$ cat config.mk
export PLATFORM = sky130hd
export DESIGN_NAME = seg_scan_arbiter
export DESIGN_NICKNAME = d
export VERILOG_FILES = /design/src/rtl/seg_scan_arbiter.sv
export SDC_FILE = /design/constraint.sdc
export NUM_CORES = 1
export LEC_CHECK = 0
export CAP_MARGIN = 20
export CORE_ASPECT_RATIO = 1.2
export CORE_MARGIN = 3
export CORE_UTILIZATION = 45
export CTS_CLUSTER_DIAMETER = 200
export DETAILED_ROUTE_END_ITERATION = 8
export PLACE_DENSITY = 0.74
export SLEW_MARGIN = 15
export SYNTH_ARGS = -nofsm -noshare
export SYNTH_HDL_FRONTEND = slang
export SYNTH_SLANG_ARGS = --single-unit
$ cat constraint.sdc
create_clock -name i_CLK -period 2.05 [get_ports i_CLK]
set_input_delay 0.3075 -clock i_CLK [delete_from_list [all_inputs] [get_ports i_CLK]]
set_output_delay 0.3075 -clock i_CLK [all_outputs]
set_load 0.01 [all_outputs]
$ cat src/rtl/seg_scan_arbiter.sv
// Shares a multiplexed 4-digit 7-segment display between two requesters.
// Ownership changes only at frame ends; digits are scanned with a blanking gap.
module seg_scan_arbiter #(
   parameter int unsigned NUM_DIGITS   = 4,
   parameter int unsigned SCAN_DIV     = 32768,
   parameter int unsigned BLANK_CYCLES = 64,
   parameter int unsigned HOLD_FRAMES  = 16
) (
   input  logic        i_CLK,
   input  logic        i_RST,
   input  logic [1:0]  i_req,
   input  logic [19:0] i_data0,
   input  logic [19:0] i_data1,
   output logic [1:0]  o_gnt,
   output logic        o_frame,
   output logic [3:0]  drains,
   output logic [7:0]  leds
);

   localparam int unsigned PW = (SCAN_DIV > 1) ? $clog2(SCAN_DIV) : 1;
   localparam int unsigned HW = $clog2(HOLD_FRAMES + 1);

   localparam logic [PW-1:0] PRESC_MAX  = PW'(SCAN_DIV - 1);
   localparam logic [PW-1:0] BLANK_END  = PW'(BLANK_CYCLES);
   localparam logic [1:0]    LAST_DIGIT = 2'(NUM_DIGITS - 1);
   localparam logic [HW-1:0] HOLD_MAX   = HW'(HOLD_FRAMES);
   localparam logic [HW-1:0] HOLD_ONE   = HW'(1);

   localparam logic [1:0] S_IDLE = 2'd0;
   localparam logic [1:0] S_OWN0 = 2'd1;
   localparam logic [1:0] S_OWN1 = 2'd2;

   logic [PW-1:0] r_presc;
   logic [1:0]    r_digit;
   logic [1:0]    r_state;
   logic          r_last;
   logic [HW-1:0] r_hold;
   logic [19:0]   r_buf;
   logic          r_frame;
   logic [3:0]    r_drains;
   logic [7:0]    r_leds;

   logic          w_tick;
   logic          w_frame_end;
   logic          w_blank;
   logic          w_expired;
   logic [1:0]    w_state_d;
   logic          w_last_d;
   logic [HW-1:0] w_hold_d;
   logic [4:0]    w_field;
   logic [6:0]    w_seg;

   assign w_tick      = (r_presc == PRESC_MAX);
   assign w_frame_end = w_tick && (r_digit == LAST_DIGIT);
   assign w_blank     = (r_presc < BLANK_END);
   assign w_expired   = (r_hold >= HOLD_MAX);

   // Arbitration decision; only committed on a frame end.
   always_comb begin
      w_state_d = r_state;
      w_last_d  = r_last;
      w_hold_d  = r_hold;
      case (r_state)
         S_IDLE: begin
            if (i_req == 2'b11) begin
               w_state_d = r_last ? S_OWN0 : S_OWN1;
            end else if (i_req[0]) begin
               w_state_d = S_OWN0;
            end else if (i_req[1]) begin
               w_state_d = S_OWN1;
            end
         end
         S_OWN0: begin
            if (!i_req[0]) begin
               w_state_d = i_req[1] ? S_OWN1 : S_IDLE;
            end else if (w_expired && i_req[1]) begin
               w_state_d = S_OWN1;
            end
         end
         S_OWN1: begin
            if (!i_req[1]) begin
               w_state_d = i_req[0] ? S_OWN0 : S_IDLE;
            end else if (w_expired && i_req[0]) begin
               w_state_d = S_OWN0;
            end
         end
         default: w_state_d = S_IDLE;
      endcase

      if ((w_state_d != r_state) && (w_state_d != S_IDLE)) begin
         w_last_d = (w_state_d == S_OWN1);
         w_hold_d = HOLD_ONE;
      end else if ((w_state_d != S_IDLE) && !w_expired) begin
         w_hold_d = r_hold + 1'b1;
      end
   end

   always_comb begin
      w_field = 5'd0;
      case (r_digit)
         2'd0:    w_field = r_buf[4:0];
         2'd1:    w_field = r_buf[9:5];
         2'd2:    w_field = r_buf[14:10];
         default: w_field = r_buf[19:15];
      endcase
   end

   // Segment order is {g,f,e,d,c,b,a}.
   always_comb begin
      w_seg = 7'h00;
      case (w_field[3:0])
         4'h0:    w_seg = 7'h3F;
         4'h1:    w_seg = 7'h06;
         4'h2:    w_seg = 7'h5B;
         4'h3:    w_seg = 7'h4F;
         4'h4:    w_seg = 7'h66;
         4'h5:    w_seg = 7'h6D;
         4'h6:    w_seg = 7'h7D;
         4'h7:    w_seg = 7'h07;
         4'h8:    w_seg = 7'h7F;
         4'h9:    w_seg = 7'h6F;
         4'hA:    w_seg = 7'h77;
         4'hB:    w_seg = 7'h7C;
         4'hC:    w_seg = 7'h39;
         4'hD:    w_seg = 7'h5E;
         4'hE:    w_seg = 7'h79;
         default: w_seg = 7'h71;
      endcase
   end

   always_ff @(posedge i_CLK) begin
      if (i_RST) begin
         r_presc  <= '0;
         r_digit  <= '0;
         r_state  <= S_IDLE;
         r_last   <= 1'b1;
         r_hold   <= '0;
         r_buf    <= '0;
         r_frame  <= 1'b0;
         r_drains <= '0;
         r_leds   <= '0;
      end else begin
         r_presc <= w_tick ? '0 : r_presc + 1'b1;
         if (w_tick) begin
            r_digit <= (r_digit == LAST_DIGIT) ? 2'd0 : r_digit + 1'b1;
         end
         r_frame <= w_frame_end;
         if (w_frame_end) begin
            r_state <= w_state_d;
            r_last  <= w_last_d;
            r_hold  <= w_hold_d;
            // In IDLE the buffer keeps the last owner's word on display.
            if (w_state_d == S_OWN0) begin
               r_buf <= i_data0;
            end else if (w_state_d == S_OWN1) begin
               r_buf <= i_data1;
            end
         end
         r_drains <= w_blank ? 4'b0000 : (4'b0001 << r_digit);
         r_leds   <= w_blank ? 8'h00 : {w_field[4], w_seg};
      end
   end

   assign o_gnt   = {r_state == S_OWN1, r_state == S_OWN0};
   assign o_frame = r_frame;
   assign drains  = r_drains;
   assign leds    = r_leds;

endmodule
# Yosys cells after proc, flatten, opt, wreduce, memory -nomap -nowiden
# Memories as Yosys holds them, arrays and structs flattened. A register that Yosys moved wholly into a read port is not among the register bits.
# Index checks and enable logic that the tools add are counted.
# classes
n_addsub,3
n_mul,0
div_mod_pow,0
magnitude_cmp,2
n_eq_ne,10
n_shift,1
mux,17
bitwise_logic,0
n_reduce_logical,16
# ops
operator,count
two-way mux 20 bit,2
two-way mux 2 bit,10
adder 15 x 1 -> 15 bit (second input constant),1
equality test 15 bit (second input constant),1
less-than comparator 15 x 7 -> 1 bit (second input constant),1
case mux 5 bit (3 select lines),1
equality test 2 bit (second input constant),5
two-way mux 5 bit,2
equality test 2 x 1 -> 1 bit (second input constant),3
case mux 2 bit (3 select lines),1
AND reduction 2 bit,3
nonzero test 2 bit,3
adder 5 x 1 -> 5 bit (second input constant),1
>= comparator 5 bit (second input constant),1
logical AND 1 bit,5
logical NOT 2 bit,2
OR reduction 2 bit,2
<< shifter 1 x 2 -> 4 bit (first input constant),1
adder 2 x 1 -> 2 bit (second input constant),1
inequality test 2 bit,1
logical NOT 1 bit,1
two-way mux 1 bit,1
# word_totals
reg_bits,58
latchBits,0
mem_bits_rw,0
rom_bits,112
in_bits,44
elab_cells,59
mem_count,1
# memory_table
memory,depth,width,rd,rd_ports_with_merged_regs,wr,line,text
(name not given),16,7,1,1,0,111,case (w_field[3:0])

# Longest topological paths before layout
# depth
word_depth,9
ltp_mapped,11
mapped_depth_nobuf,10

# Worst setup path before layout
# OpenSTA, ideal clock, no wires.
# synth_path
kind,register -> register
from,register r_digit[0]
to,register r_leds[0] (netlist: leds[0])
setup_ps,65
arrival_ps,2031
required_ps,1985
path_slack_ps,-47
path_stages_with_launch,9
n_path_buf,0
path_cell_list,dfxtp_1 > inv_1 > ha_1 > a222oi_1 > mux2i_1 > ha_1 > or3_1 > o221ai_1 > nor2b_1
# synth_between
elab_chain_cells,2
elab_cells_between_ends,4
# synth_rtl
element,line,text
"start, declared",34,logic [1:0] r_digit;
"start signal, assigned",145,r_digit <= (r_digit == LAST_DIGIT) ? 2'd0 : r_digit + 1'b1;
"equality test 2 bit, or another cell as far along",100,case (r_digit)
case mux 5 bit (3 select lines) *,100,
"end, declared",41,logic [7:0] r_leds;
# Every way passes the cells marked *; elsewhere a longest branch is shown, timed or not.
# A chain may end at the register's enable or synchronous reset.

# Worst setup path after layout
# layout_path
from,register r_digit[0]
to,register r_leds[1] (netlist: leds[1])
# The elaborated chain is that of the path after synthesis.

==> metrics.md <==
| Metric | Value |
|---|---|
| Unrepaired setup endpoints after global routing | yes |
| Clock transition at the registers of the reported paths | roughly 70 ps |
| Iteration-0 DRC Markers | 141 |
| Worst Tran Pin Value | about 380 ps |
| Maximum number of pins on one net before global-route repair | 35 |
| Number of DRC violations after detailed routing | 0 |
| Count of antenna diodes in the layout | 0 |
| Category of the most critical setup path | reg -> reg |
| Initial Utilization | a little under half |
| Max Fanout on Critical Path | 4 |
| Met2 usage | approximately 31% |
| Kind of capture point of the worst setup path | flop |
| GRT Max-Usage Layer | met2 |
| Cell-by-cell trace of the critical path | inv_4 -> ha_4 -> a222oi_1 -> mux2i_1 -> ha_2 -> o21ai_0 -> o21ai_0 -> a21oi_1 |
| Sinks on Clock Net | 58 |
| Most frequently used flop master after synthesis | sky130_fd_sc_hd__dfxtp_1 |
| Clk buf depth | 2 |
| Leakage power | between 1.5 and 2 nW |
| Final core area utilization | between 60% and 70% |
| Floorplan die area | ~7600 um^2 |
| Yosys reg bits | 58 |
| Cell type with the highest aggregate area in the netlist | sky130_fd_sc_hd__dfxtp_1 |
| Proportion of synthesized chip area in sequential cells | between 30% and 40% |
| Post-synth EDFFs | 0 |
| Top library cells by usage in the layout, fill and taps aside | sky130_fd_sc_hd__clkdlybuf4s50_1, sky130_fd_sc_hd__dfxtp_1, sky130_fd_sc_hd__nor2_1, sky130_fd_sc_hd__buf_4, sky130_fd_sc_hd__mux2i_1 |
| Avg Vias per Cell | about 5.2 |
| Gate count of the mapped netlist | around 330 |
| Total of endpoints with negative setup slack in the final report | 0 |
| Placed inst area | between 3000 and 4000 um^2 |
| Count of boundary I/O pins | around 60 |
| Mapped Area | ~3000 um^2 |
| Number of antenna-violating nets in the routed design | 0 |
| Nets in the synthesized netlist | 389 |
| Total global routing track utilization | 17.49% |
| Type of the worst min-delay path | reg -> reg |
| PwrDens | 565.7 nW/um^2 |
| Synth async-reset ratio | 0% |
| Fin nets | 481 |
| YS warnings | 0 |
| Width of the die | between 80 and 90 um |
| TritonCTS clock tree | built |
| Max-slew violation total from the final report | 0 |
| Post-DP HPWL | around 4.8 mm |
| Vias post-DR | between 2000 and 3000 |
| Leftover overflow at the end of global routing | 0 |
| Final weighted congestion in routability-driven placement | about 0.84 |
| Most common cell after layout, fill and taps aside | sky130_fd_sc_hd__clkdlybuf4s50_1 |
| Max H-tree Level | 3 |
| Cell chosen for the clock root | sky130_fd_sc_hd__clkbuf_8 |
| Hold bufs inserted after CTS | 0 |
| Arr. time, crit path | 2260 ps |
| Clock latency of the later-clocked register in the worst-skew pair | between 300 and 400 ps |
| Die H | about 95 um |
| Shortest period the worst path allows | ~2000 ps |
| Total placed cells including tap cells | a little under 500 |
| Post-route insts no fill | around 510 |
| Worst slew slack as a fraction of its limit | 73.76% |
| Area inside the core boundary | between 6000 and 7000 um^2 |
| Peak VDD IR | 0.5508 mV |
| Maximum Capacitance Violations | 0 |
| Most common cell type on the critical path | sky130_fd_sc_hd__o21ai_0 |
| Hold violation count in the final report | 0 |
| Largest stage delay on the critical path | roughly 400 ps |
| Drt wl/cell | 12.90 um |
| Via count of the first global-routing pass | 2366 |
| Average size of a mapped cell | 9.033 um^2 |
| Total CTS buffers | 9 |
| Count of different cell masters after synthesis | between 40 and 50 |
| Final instance area | around 4200 um^2 |
| Cells taking the most area after synthesis | sky130_fd_sc_hd__dfxtp_1, sky130_fd_sc_hd__mux2i_1, sky130_fd_sc_hd__ha_1 |
| Achievable Freq | approximately 0.5 GHz |
| Ratio of cells with drive above 1 in the final layout | 22.59% |
| Period Utilization, post-route | a little over nine tenths |
| Met1 usage in global routing | between 20% and 30% |
| Standard cell with the maximum stage delay on the critical path | sky130_fd_sc_hd__dfxtp_4 |
| Status | finished, final reports clean |
| Wire length of the first global-routing pass | 10.41 mm |
| Count of TritonRoute iterations in the first routing pass | 5 |
| Critical Path Source Type | flop |
| Final wirelength | about 6.5 mm |
| Clock skew after layout | roughly 7.7 ps |
| # rows | 31 |
| Yosys top cell area share | 39.19% |
| Hold slack | 476.9 ps |
| IO Port Bufs | 58 |
| Number of antenna violations at the first check in global routing | 0 |
| Sum of negative setup slack | 0 ps |
| Worst path required time | approximately 2300 ps |
| Synthesis-to-finish area growth | 42.82% |
| Met3 Usage GRT | between 4 and 5% |
-- final cells by class --
cell class | count | area (um^2)
inverters | 20 | 77.57
well taps | 82 | 102.6
flip-flops and latches | 58 | 1169
clock buffers | 10 | 137.6
multi-input cells | 234 | 1759
clock inverters | 6 | 66.31
fillers | 516 | 1974
repair buffers | 97 | 919.6
-- cell families (layout without fill, tap and decap cells) --
kind of cell               count (synthesis)  after routing  synth area share [%]
and+or+nand+nor                          114            114                 17.61
buffers and inverters                     36            133                 5.659
adders and majority gates                 17             17                 7.179
AOI/OAI and AO/OA                         62             62                 17.06
DFF                                       58             58                 39.19
xor gates and xnor gates                  15             15                 4.434
muxes                                     26             26                 8.868
-- synth_stat cells, types with 5 or more instances --
library cell               instances
sky130_fd_sc_hd__nand3_1          13
sky130_fd_sc_hd__inv_1            20
sky130_fd_sc_hd__xor2_1            8
sky130_fd_sc_hd__a211oi_2          7
sky130_fd_sc_hd__o21ai_0           7
sky130_fd_sc_hd__nor3_1            8
sky130_fd_sc_hd__ha_1             17
sky130_fd_sc_hd__a211oi_1         14
sky130_fd_sc_hd__nand2_1          20
sky130_fd_sc_hd__and3_1            7
sky130_fd_sc_hd__a21oi_1           7
sky130_fd_sc_hd__nor2_1           50
sky130_fd_sc_hd__buf_2             5
sky130_fd_sc_hd__clkbuf_1          7
sky130_fd_sc_hd__mux2i_1          24
sky130_fd_sc_hd__xnor2_1           7
sky130_fd_sc_hd__dfxtp_1          58
-- power by group --
| part | internal (mW) | total (mW) | switching (mW) |
|---|---|---|---|
| logic | 0.126 | 0.205 | 0.0793 |
| clock network | 0.593 | 1.05 | 0.460 |
| registers | 1.13 | 1.14 | 0.00499 |
-- stage by stage --
stage	total power [mW]	setup slack (ps)
floorplan	1.239	-1.380
global placement	1.360	-75.26
detailed placement	1.364	-154.7
CTS	2.421	1.723
global route	2.482	-30.43
finish	2.394	47.71
-- final timing paths --
path / cells after the start / slack, ps / endpoint / start
max: 8 / 50 / leds[1] / r_digit[0]
max reg2reg: 8 / 50 / leds[1] / r_digit[0]
min reg2reg: 1 / 480 / r_presc[0] / r_presc[0]
min: 1 / 480 / r_presc[0] / r_presc[0]
-- repair_timing --
item,in CTS,in global routing
setup endpoints to repair,7,29
setup buffers,1,0
pin swaps,2,9
resized for setup,6,32
cloned,0,1
-- critical path: cells and delay by family (launching register included) --
kind	cells	cell delay, ps
AO/OA/AOI/OAI	4	800
adder cells (fa/ha/maj)	2	470
buffers and inverters	1	60
flip-flops	1	390
multiplexers	1	200
-- state kept, by name (all words and copies together) (netlist names) --
register,cells
r_hold,5
r_digit,2
r_buf,20
drains,4
leds,8
r_presc,15
r_last,1
r_state,2
o_frame,1
-- layer usage --
| metal | part of all wire, % | vias to the layer above | routed length [um] |
|---|---|---|---|
| li1 | - | 1346 | - |
| met1 | 42 | 1221 | 2722 |
| met2 | 53 | 49 | 3467 |
| met3 | 4.1 | 8 | 270 |
| met4 | 1.2 | 0 | 81 |
| met5 | 0 | - | 0 |
(Power assumes the default switching activity.)
